File: config.mk
export PLATFORM = sky130hd
export DESIGN_NAME = rv32i_alu_issue
export DESIGN_NICKNAME = d
export VERILOG_FILES = /design/src/rtl/rv32i_alu_issue.sv
export SDC_FILE = /design/constraint.sdc
export NUM_CORES = 1
export LEC_CHECK = 0
export ABC_AREA = 1
export CORE_AREA = 2 2 109 217
export DETAILED_ROUTE_END_ITERATION = 6
export DIE_AREA = 0 0 111 219
export GPL_TIMING_DRIVEN = 0
export PLACE_DENSITY = 0.79
export SETUP_SLACK_MARGIN = 0.5
export SLEW_MARGIN = 40
export SYNTH_ARGS = -nofsm -noshare
export SYNTH_HDL_FRONTEND = slang
export SYNTH_SLANG_ARGS = --single-unit
File: constraint.sdc
create_clock -name clk -period 4.8 [get_ports clk]
set_input_delay 0.96 -clock clk [delete_from_list [all_inputs] [get_ports clk]]
set_output_delay 0.96 -clock clk [all_outputs]
set_load 0.02 [all_outputs]
File: src/rtl/rv32i_alu_issue.sv
// rv32i_alu_issue -- decode-and-issue sequencer in front of an RV32I ALU.
//
// Takes one instruction plus its register operands over a valid/ready
// handshake and decodes OP, OP-IMM, BRANCH, LUI and AUIPC. It drives the
// external ALU for one cycle, then registers the result and the branch
// decision. The result is held for downstream on a second valid/ready
// handshake.
//
// Optional build macro: RV_SHAMT_CHECK_EN. When it is defined, non-zero
// funct7 bits on SLLI/SRLI/SRAI (other than the SRAI select bit) flag
// res_illegal.
//
// Ports:
//   clk, reset               rising-edge clock, synchronous active-high reset
//   instr_valid/instr_ready  instruction handshake
//   instr, pc                instruction word and its PC
//   rs1_data, rs2_data       register-file operands
//   alu_a, alu_b, alu_ctrl   ALU operands and control code, valid in EXEC
//   alu_out                  combinational ALU result
//   res_valid/res_ready      result handshake
//   res_data, res_rd, res_we result value, destination register, write enable
//   br_taken, br_target      branch decision and target (pc + B-immediate)
//   res_illegal              unsupported or illegal encoding
module rv32i_alu_issue #(
  parameter int XLEN = 32
) (
  input  logic            clk,
  input  logic            reset,
  input  logic            instr_valid,
  output logic            instr_ready,
  input  logic [31:0]     instr,
  input  logic [XLEN-1:0] pc,
  input  logic [XLEN-1:0] rs1_data,
  input  logic [XLEN-1:0] rs2_data,
  output logic [XLEN-1:0] alu_a,
  output logic [XLEN-1:0] alu_b,
  output logic [3:0]      alu_ctrl,
  input  logic [XLEN-1:0] alu_out,
  output logic            res_valid,
  input  logic            res_ready,
  output logic [XLEN-1:0] res_data,
  output logic [4:0]      res_rd,
  output logic            res_we,
  output logic            br_taken,
  output logic [XLEN-1:0] br_target,
  output logic            res_illegal
);

  localparam logic [6:0] OPC_OP     = 7'b0110011;
  localparam logic [6:0] OPC_OP_IMM = 7'b0010011;
  localparam logic [6:0] OPC_LUI    = 7'b0110111;
  localparam logic [6:0] OPC_AUIPC  = 7'b0010111;
  localparam logic [6:0] OPC_BRANCH = 7'b1100011;

  typedef enum logic [1:0] {ST_IDLE, ST_EXEC, ST_DONE} state_t;

  state_t state_q, state_d;

  logic [31:0]     instr_q;
  logic [XLEN-1:0] pc_q, rs1_q, rs2_q;

  logic [XLEN-1:0] res_data_q, br_target_q;
  logic [4:0]      res_rd_q;
  logic            res_we_q, br_taken_q, res_illegal_q;

  // Decode of the latched instruction
  logic [6:0]      opcode;
  logic [2:0]      funct3;
  logic [4:0]      rd;
  logic [XLEN-1:0] imm_i, imm_u, imm_b;
  logic [XLEN-1:0] dec_a, dec_b;
  logic [3:0]      dec_ctrl;
  logic            dec_we, dec_branch, dec_illegal;
  logic            cond_true;

  assign opcode = instr_q[6:0];
  assign funct3 = instr_q[14:12];
  assign rd     = instr_q[11:7];
  assign imm_i  = {{20{instr_q[31]}}, instr_q[31:20]};
  assign imm_u  = {instr_q[31:12], 12'b0};
  assign imm_b  = {{20{instr_q[31]}}, instr_q[7], instr_q[30:25], instr_q[11:8], 1'b0};

  always_comb begin
    dec_a       = '0;
    dec_b       = '0;
    dec_ctrl    = 4'b0000;
    dec_we      = 1'b0;
    dec_branch  = 1'b0;
    dec_illegal = 1'b0;
    case (opcode)
      OPC_OP: begin
        dec_a    = rs1_q;
        dec_b    = rs2_q;
        dec_ctrl = {instr_q[30], funct3};
        dec_we   = 1'b1;
        // Only ADD/SUB and SRL/SRA have an alternate form
        dec_illegal = instr_q[30] && (funct3 != 3'b000) && (funct3 != 3'b101);
      end
      OPC_OP_IMM: begin
        dec_a    = rs1_q;
        dec_b    = imm_i;
        dec_ctrl = {(funct3 == 3'b101) & instr_q[30], funct3};
        dec_we   = 1'b1;
`ifdef RV_SHAMT_CHECK_EN
        if (funct3 == 3'b001)
          dec_illegal = instr_q[31] | instr_q[30] | (|instr_q[29:26]) | instr_q[25];
        else if (funct3 == 3'b101)
          dec_illegal = instr_q[31] | (|instr_q[29:26]) | instr_q[25];
`else
        dec_illegal = 1'b0;
`endif
      end
      OPC_LUI: begin
        dec_b  = imm_u;
        dec_we = 1'b1;
      end
      OPC_AUIPC: begin
        dec_a  = pc_q;
        dec_b  = imm_u;
        dec_we = 1'b1;
      end
      OPC_BRANCH: begin
        dec_a      = rs1_q;
        dec_b      = rs2_q;
        dec_branch = 1'b1;
        case (funct3)
          3'b000, 3'b001: dec_ctrl = 4'b1000;  // subtract, zero test here
          3'b100, 3'b101: dec_ctrl = 4'b0010;  // SLT
          3'b110, 3'b111: dec_ctrl = 4'b0011;  // SLTU
          default:        dec_illegal = 1'b1;
        endcase
      end
      default: dec_illegal = 1'b1;
    endcase
  end

  // Branch condition; odd funct3 values are the inverted forms
  always_comb begin
    cond_true = 1'b0;
    case (funct3)
      3'b000:         cond_true = (alu_out == '0);
      3'b001:         cond_true = (alu_out != '0);
      3'b100, 3'b110: cond_true = alu_out[0];
      3'b101, 3'b111: cond_true = ~alu_out[0];
      default:        cond_true = 1'b0;
    endcase
  end

  // FSM next state and handshake / ALU outputs
  always_comb begin
    state_d     = state_q;
    instr_ready = 1'b0;
    res_valid   = 1'b0;
    alu_a       = '0;
    alu_b       = '0;
    alu_ctrl    = 4'b0000;
    case (state_q)
      ST_IDLE: begin
        instr_ready = ~reset;
        if (instr_valid) state_d = ST_EXEC;
      end
      ST_EXEC: begin
        if (!reset) begin
          alu_a    = dec_a;
          alu_b    = dec_b;
          alu_ctrl = dec_ctrl;
        end
        state_d = ST_DONE;
      end
      ST_DONE: begin
        res_valid = ~reset;
        if (res_ready) state_d = ST_IDLE;
      end
      default: state_d = ST_IDLE;
    endcase
  end

  always_ff @(posedge clk) begin
    if (reset) begin
      state_q       <= ST_IDLE;
      instr_q       <= '0;
      pc_q          <= '0;
      rs1_q         <= '0;
      rs2_q         <= '0;
      res_data_q    <= '0;
      res_rd_q      <= '0;
      res_we_q      <= 1'b0;
      br_taken_q    <= 1'b0;
      br_target_q   <= '0;
      res_illegal_q <= 1'b0;
    end else begin
      state_q <= state_d;
      if (state_q == ST_IDLE && instr_valid) begin
        instr_q <= instr;
        pc_q    <= pc;
        rs1_q   <= rs1_data;
        rs2_q   <= rs2_data;
      end
      if (state_q == ST_EXEC) begin
        res_data_q    <= dec_illegal ? '0 : alu_out;
        res_rd_q      <= rd;
        res_we_q      <= dec_we & ~dec_illegal & (rd != 5'd0);
        br_taken_q    <= dec_branch & ~dec_illegal & cond_true;
        // Target comes from a local adder so the ALU stays free for the compare
        br_target_q   <= (dec_branch & ~dec_illegal) ? (pc_q + imm_b) : '0;
        res_illegal_q <= dec_illegal;
      end
    end
  end

  assign res_data    = res_data_q;
  assign res_rd      = res_rd_q;
  assign res_we      = res_we_q;
  assign br_taken    = br_taken_q;
  assign br_target   = br_target_q;
  assign res_illegal = res_illegal_q;

endmodule

## Word level (Yosys, flattened, before mapping)

Index checks and enable logic that the tools add are counted.

| operators by class | value |
|---|---|
| $add $sub $neg | 1 |
| equal/unequal tests | 15 |
| multiplexer cells | 22 |
| bitwise gates (word level) | 8 |
| reductions and logical operators | 21 |

Operators by type and width:

| kind | count |
|---|---|
| 32-bit 2-to-1 mux | 6 |
| 32-bit case mux with 3 select lines | 1 |
| 32-bit case mux with 2 select lines | 1 |
| 32-bit adder | 1 |
| 32-bit logical NOT | 1 |
| 32-bit nonzero test | 1 |
| 4-bit case mux with 3 select lines | 2 |
| 7-bit by 5-bit equality test with 1-bit output, second input constant | 2 |
| 7-bit by 6-bit equality test with 1-bit output, second input constant | 2 |
| 2-bit OR reduction | 7 |
| 3-bit equality test, second input constant | 4 |
| 4-bit 2-to-1 mux | 2 |
| 7-bit equality test, second input constant | 1 |
| 2-bit case mux with 3 select lines | 1 |
| 3-bit OR reduction | 2 |
| 6-bit OR reduction | 1 |
| 1-bit AND | 5 |
| 1-bit 2-to-1 mux | 5 |
| 5-bit nonzero test | 1 |
| 2-bit 2-to-1 mux | 2 |
| 2-bit inequality test, second input constant | 2 |
| 1-bit case mux with 4 select lines | 1 |
| 4-bit OR reduction | 1 |
| 3-bit by 1-bit equality test with 1-bit output, second input constant | 1 |
| 10 further kinds | 14 |

| storage, ports and cells | value |
|---|---|
| register bits after elaboration | 202 |

## Depth between registers and ports, before layout

| depth | value |
|---|---|
| word-level depth | 7 |
| depth in mapped cells | 12 |
| mapped depth without buffers | 12 |

## Worst setup path after synthesis

No wires, ideal clock.

| timing | value |
|---|---|
| path type | in2out |
| start | input reset |
| end | output alu_a[10] |
| data arrival time | 1.991 ns |
| required time | 3.840 ns |
| path slack | 1.849 ns |
| stages on the path | 5 |
| path through | buf_2 > nor2_4 > buf_2 > nand2_1 > o21ai_0 |

| on the way | value |
|---|---|
| longest elaborated chain between the ends | 2 |

RTL lines:

| element | line | text |
|---|---|---|
| from (decl) | 28 | `input logic reset,` |
| 32-bit 2-to-1 mux | 163 | `if (!reset) begin` |
| 32-bit 2-to-1 mux | 157 | `case (state_q)` |
| to (decl) | 35 | `output logic [XLEN-1:0] alu_a,` |

No other way between the ends.

## Worst setup path in the final report

| timing | value |
|---|---|
| start | register instr_q[1] |
| end | output alu_ctrl[3] |

| on the way | value |
|---|---|
| longest elaborated chain between the ends | 4 |

RTL lines:

| element | line | text |
|---|---|---|
| from (decl) | 59 | `logic [31:0] instr_q;` |
| from (signal assigned) | 194 | `instr_q <= instr;` |
| 7-bit equality test (tied with other cells) | 90 | `case (opcode)` |
| 4-bit case mux with 3 select lines * | 90 |  |
| 4-bit 2-to-1 mux * | 163 |  |
| 4-bit 2-to-1 mux * | 157 |  |
| to (decl) | 37 | `output logic [3:0] alu_ctrl,` |

Every way passes the cells marked *; elsewhere a longest branch is shown, timed or not.

==> run summary <==
Post-Syn Nets = 1817
clock buffer depth = 3
met2 Usage GRT = 0.633
vias in the first global route = 11600
core area = 22500 um^2
Synth cell types = 36
Crit Path Class = flop to output port
leak pwr = 5.83 nW
RSZ-0062 raised after global routing = no
synthesis-stage register bit count = 202
vias per cell = 5.28
post-CTS setup buffers = 0
WP buf/inv = 3
crit-path cells = nand2_1, nor2_4, nand2_1, nor2_1, inv_1, nor2_1, nand2_1, o211ai_1, nand2_1, inv_1, clkdlybuf4s50_1
worst IR drop on VDD = 0.469 mV
setup_tns = 0 ps
Horiz. Die Dim = 111 um
Final Cycle Share = 0.880
Fin. Hold Viols = 0
Async SR Flop Fraction = 0
CTS buffer count = 19
post-route minimum period = 4230 ps
Main synth FF type = dfxtp_1
num rows = 78
number of setup violations in the final report = 0
io pins = 306
Slew Viols, Final = 0
Critical Path RT = 3840 ps
GR Util All Layers = 0.315
CP Launch Type = flop
Max stage delay on crit path = 620 ps
syn avg cell area = 6.51 um^2
P&R area growth vs syn = 38.0%
fmax = 0.237 GHz
router iterations before antenna repair = 5
worst skew pair latency = 500 ps
yosys warns = 0
final antenna-violating net count = 0
Area contributors post-synth = dfxtp_1 38%, nand2_1 25%, a21oi_1 10%
Starting Density = 0.468
power per cell area = 270 nW/um^2
pin count of the biggest net entering global routing = 24
Data arrival, critical path = 3270 ps
crit end category = output port
most used cell, CP = nand2_1
Via Count = 11800
global route overflow = 0
1st-iter DRT viols = 688
dpl hpwl = 33000 um
CP delay by family, top = simple AND/OR/NAND/NOR gates
most common cell in the netlist = nand2_1
Yosys top cell by area = dfxtp_1
first-pass GRT wire length = 59700 um
Max-Cap Viols = 0
Slew HR = 0.461
die height = 219 um
Synth top area share = 0.383
Post-Syn Instances = 1622
placed insts = 2206
Max FO, Critical Path = 4
H-tree Lvls = 1
routed len/inst = 18.0 um
proportion of layout cells with a drive suffix above 1 = 0.0516
final WL = 40300 um
Finished Layout Cells = 2240
CTS Root Cell = clkbuf_16
slowest cell on the critical path = clkdlybuf4s50_1
hold slack final = 464 ps
hold_buf cts = 0
fillers = 2130
met3 Usage GRT = 0.0365
cts repair resizes = 0
initial antenna violation count = 0
Buffers on Ports = 304
Die ar. = 24300 um^2
top post-synthesis cells by count = 709 x nand2_1, 211 x a21oi_1, 202 x dfxtp_1, 115 x inv_1, 84 x nor2_1
clk slew on worst S/H paths = 70 ps
Seq/Total Area, Yosys = 0.383
placer congestion estimate = 0.988
Final #Nets = 2142
busiest layer in global routing = met2
# DRC = 0
clk_skew = 11.4 ps
Worst Max-Slew Pin Slew = 808 ps
number of synthesized flops with an enable pin = 0
CTS Sinks = 202
met1 usage = 0.278
HP Class = flop to flop
Post-Syn Area = 10600 um^2
status = complete, no violations
TritonCTS clock tree = built
==> cells by family after synthesis <==
kind of cell | Yosys count | share of synthesized area
AOI/OAI and AO/OA | 294 | 0.150
xor gates and xnor gates | 15 | 0.0125
adders and majority gates | 31 | 0.0375
DFF | 202 | 0.383
buffers and inverters | 201 | 0.0795
and+or+nand+nor | 879 | 0.337
==> final timing paths <==
path                                  start       endpoint  slack, ps  cells past startpoint
worst min-delay path              res_rd[0]      res_rd[0]        460                      2
worst max register to register  instr_q[31]  br_target[15]       2410                      9
worst min register to register    res_rd[0]      res_rd[0]        460                      2
worst max-delay path             instr_q[1]    alu_ctrl[3]        570                     11
==> routing by layer <==
layer / share of wire / vias up
li1: - / 5829
met1: 0.31 / 5390
met2: 0.56 / 443
met3: 0.044 / 168
met4: 0.086 / 0
met5: 0 / -
==> cells in the final DEF, fill, tap and decap left out, types with 3 or more instances in the layout <==
cell and instances:
nor3_1 6, dfxtp_1 201, nand2_1 709, nor2_1 83
inv_1 115, buf_1 7, o21ai_1 3, a211oi_1 12
clkdlybuf4s50_1 304, buf_2 22, ha_1 30, buf_6 5
buf_4 5, xor2_1 15, nand3b_1 4, nor2_4 6
clkbuf_1 47, clkbuf_16 19, a21oi_2 10, a21oi_1 211
a31oi_1 19, o21ai_0 30, nand2_2 3, nand4_1 9
clkinv_2 5, a22oi_1 3, nand3_2 12, nand3_1 40
==> registers in the layout, indices dropped and copies added (netlist names) <==
signal and cells:
res_data 32, br_taken 1, res_illegal 1, instr_q 32, rs1_q 32, res_we 1, pc_q 32, state_q 2
rs2_q 32, br_target 32, res_rd 5
==> where the power goes <==
part | switching [mW] | total, mW | internal, mW
combinational | 0.327 | 0.576 | 0.249
sequential | 0.0769 | 1.83 | 1.75
clock | 0.668 | 1.53 | 0.857
total | 1.07 | 3.93 | 2.86
==> worst min-delay path, stage by stage (launching register included) <==
cell     delay, ps
dfxtp_1        310
nand2_1         60
a21oi_1         50
==> cell type report <==
| type | instances | area (um^2) | area share |
|---|---|---|---|
| inverters | 117 | 439 | 0.0302 |
| plain buffers | 84 | 400 | 0.0275 |
| flip-flops and latches | 202 | 4050 | 0.278 |
| multi-input cells | 1219 | 5670 | 0.389 |
| clock buffers | 23 | 500 | 0.0344 |
| well taps | 280 | 350 | 0.0241 |
| diodes | 1 | 2.50 | 0.000172 |
| clock inverters | 10 | 110 | 0.00756 |
| repair buffers | 304 | 3040 | 0.209 |
==> through the flow <==
| step | total power [mW] | util | setup WS (ps) | cell area, um^2 |
|---|---|---|---|---|
| final | 3.93 | 0.646 | 575 | 14600 |
| after global routing | 4.05 | 0.646 | 505 | 14600 |
| after CTS | 3.93 | 0.646 | 565 | 14600 |
| after detailed placement | 2.43 | 0.619 | 1080 | 13900 |
| after global placement | 2.42 | 0.619 | 1090 | 13900 |
| after floorplan | 2.14 | - | 1850 | 10600 |
Note: power is estimated with default switching activity, not from simulation.
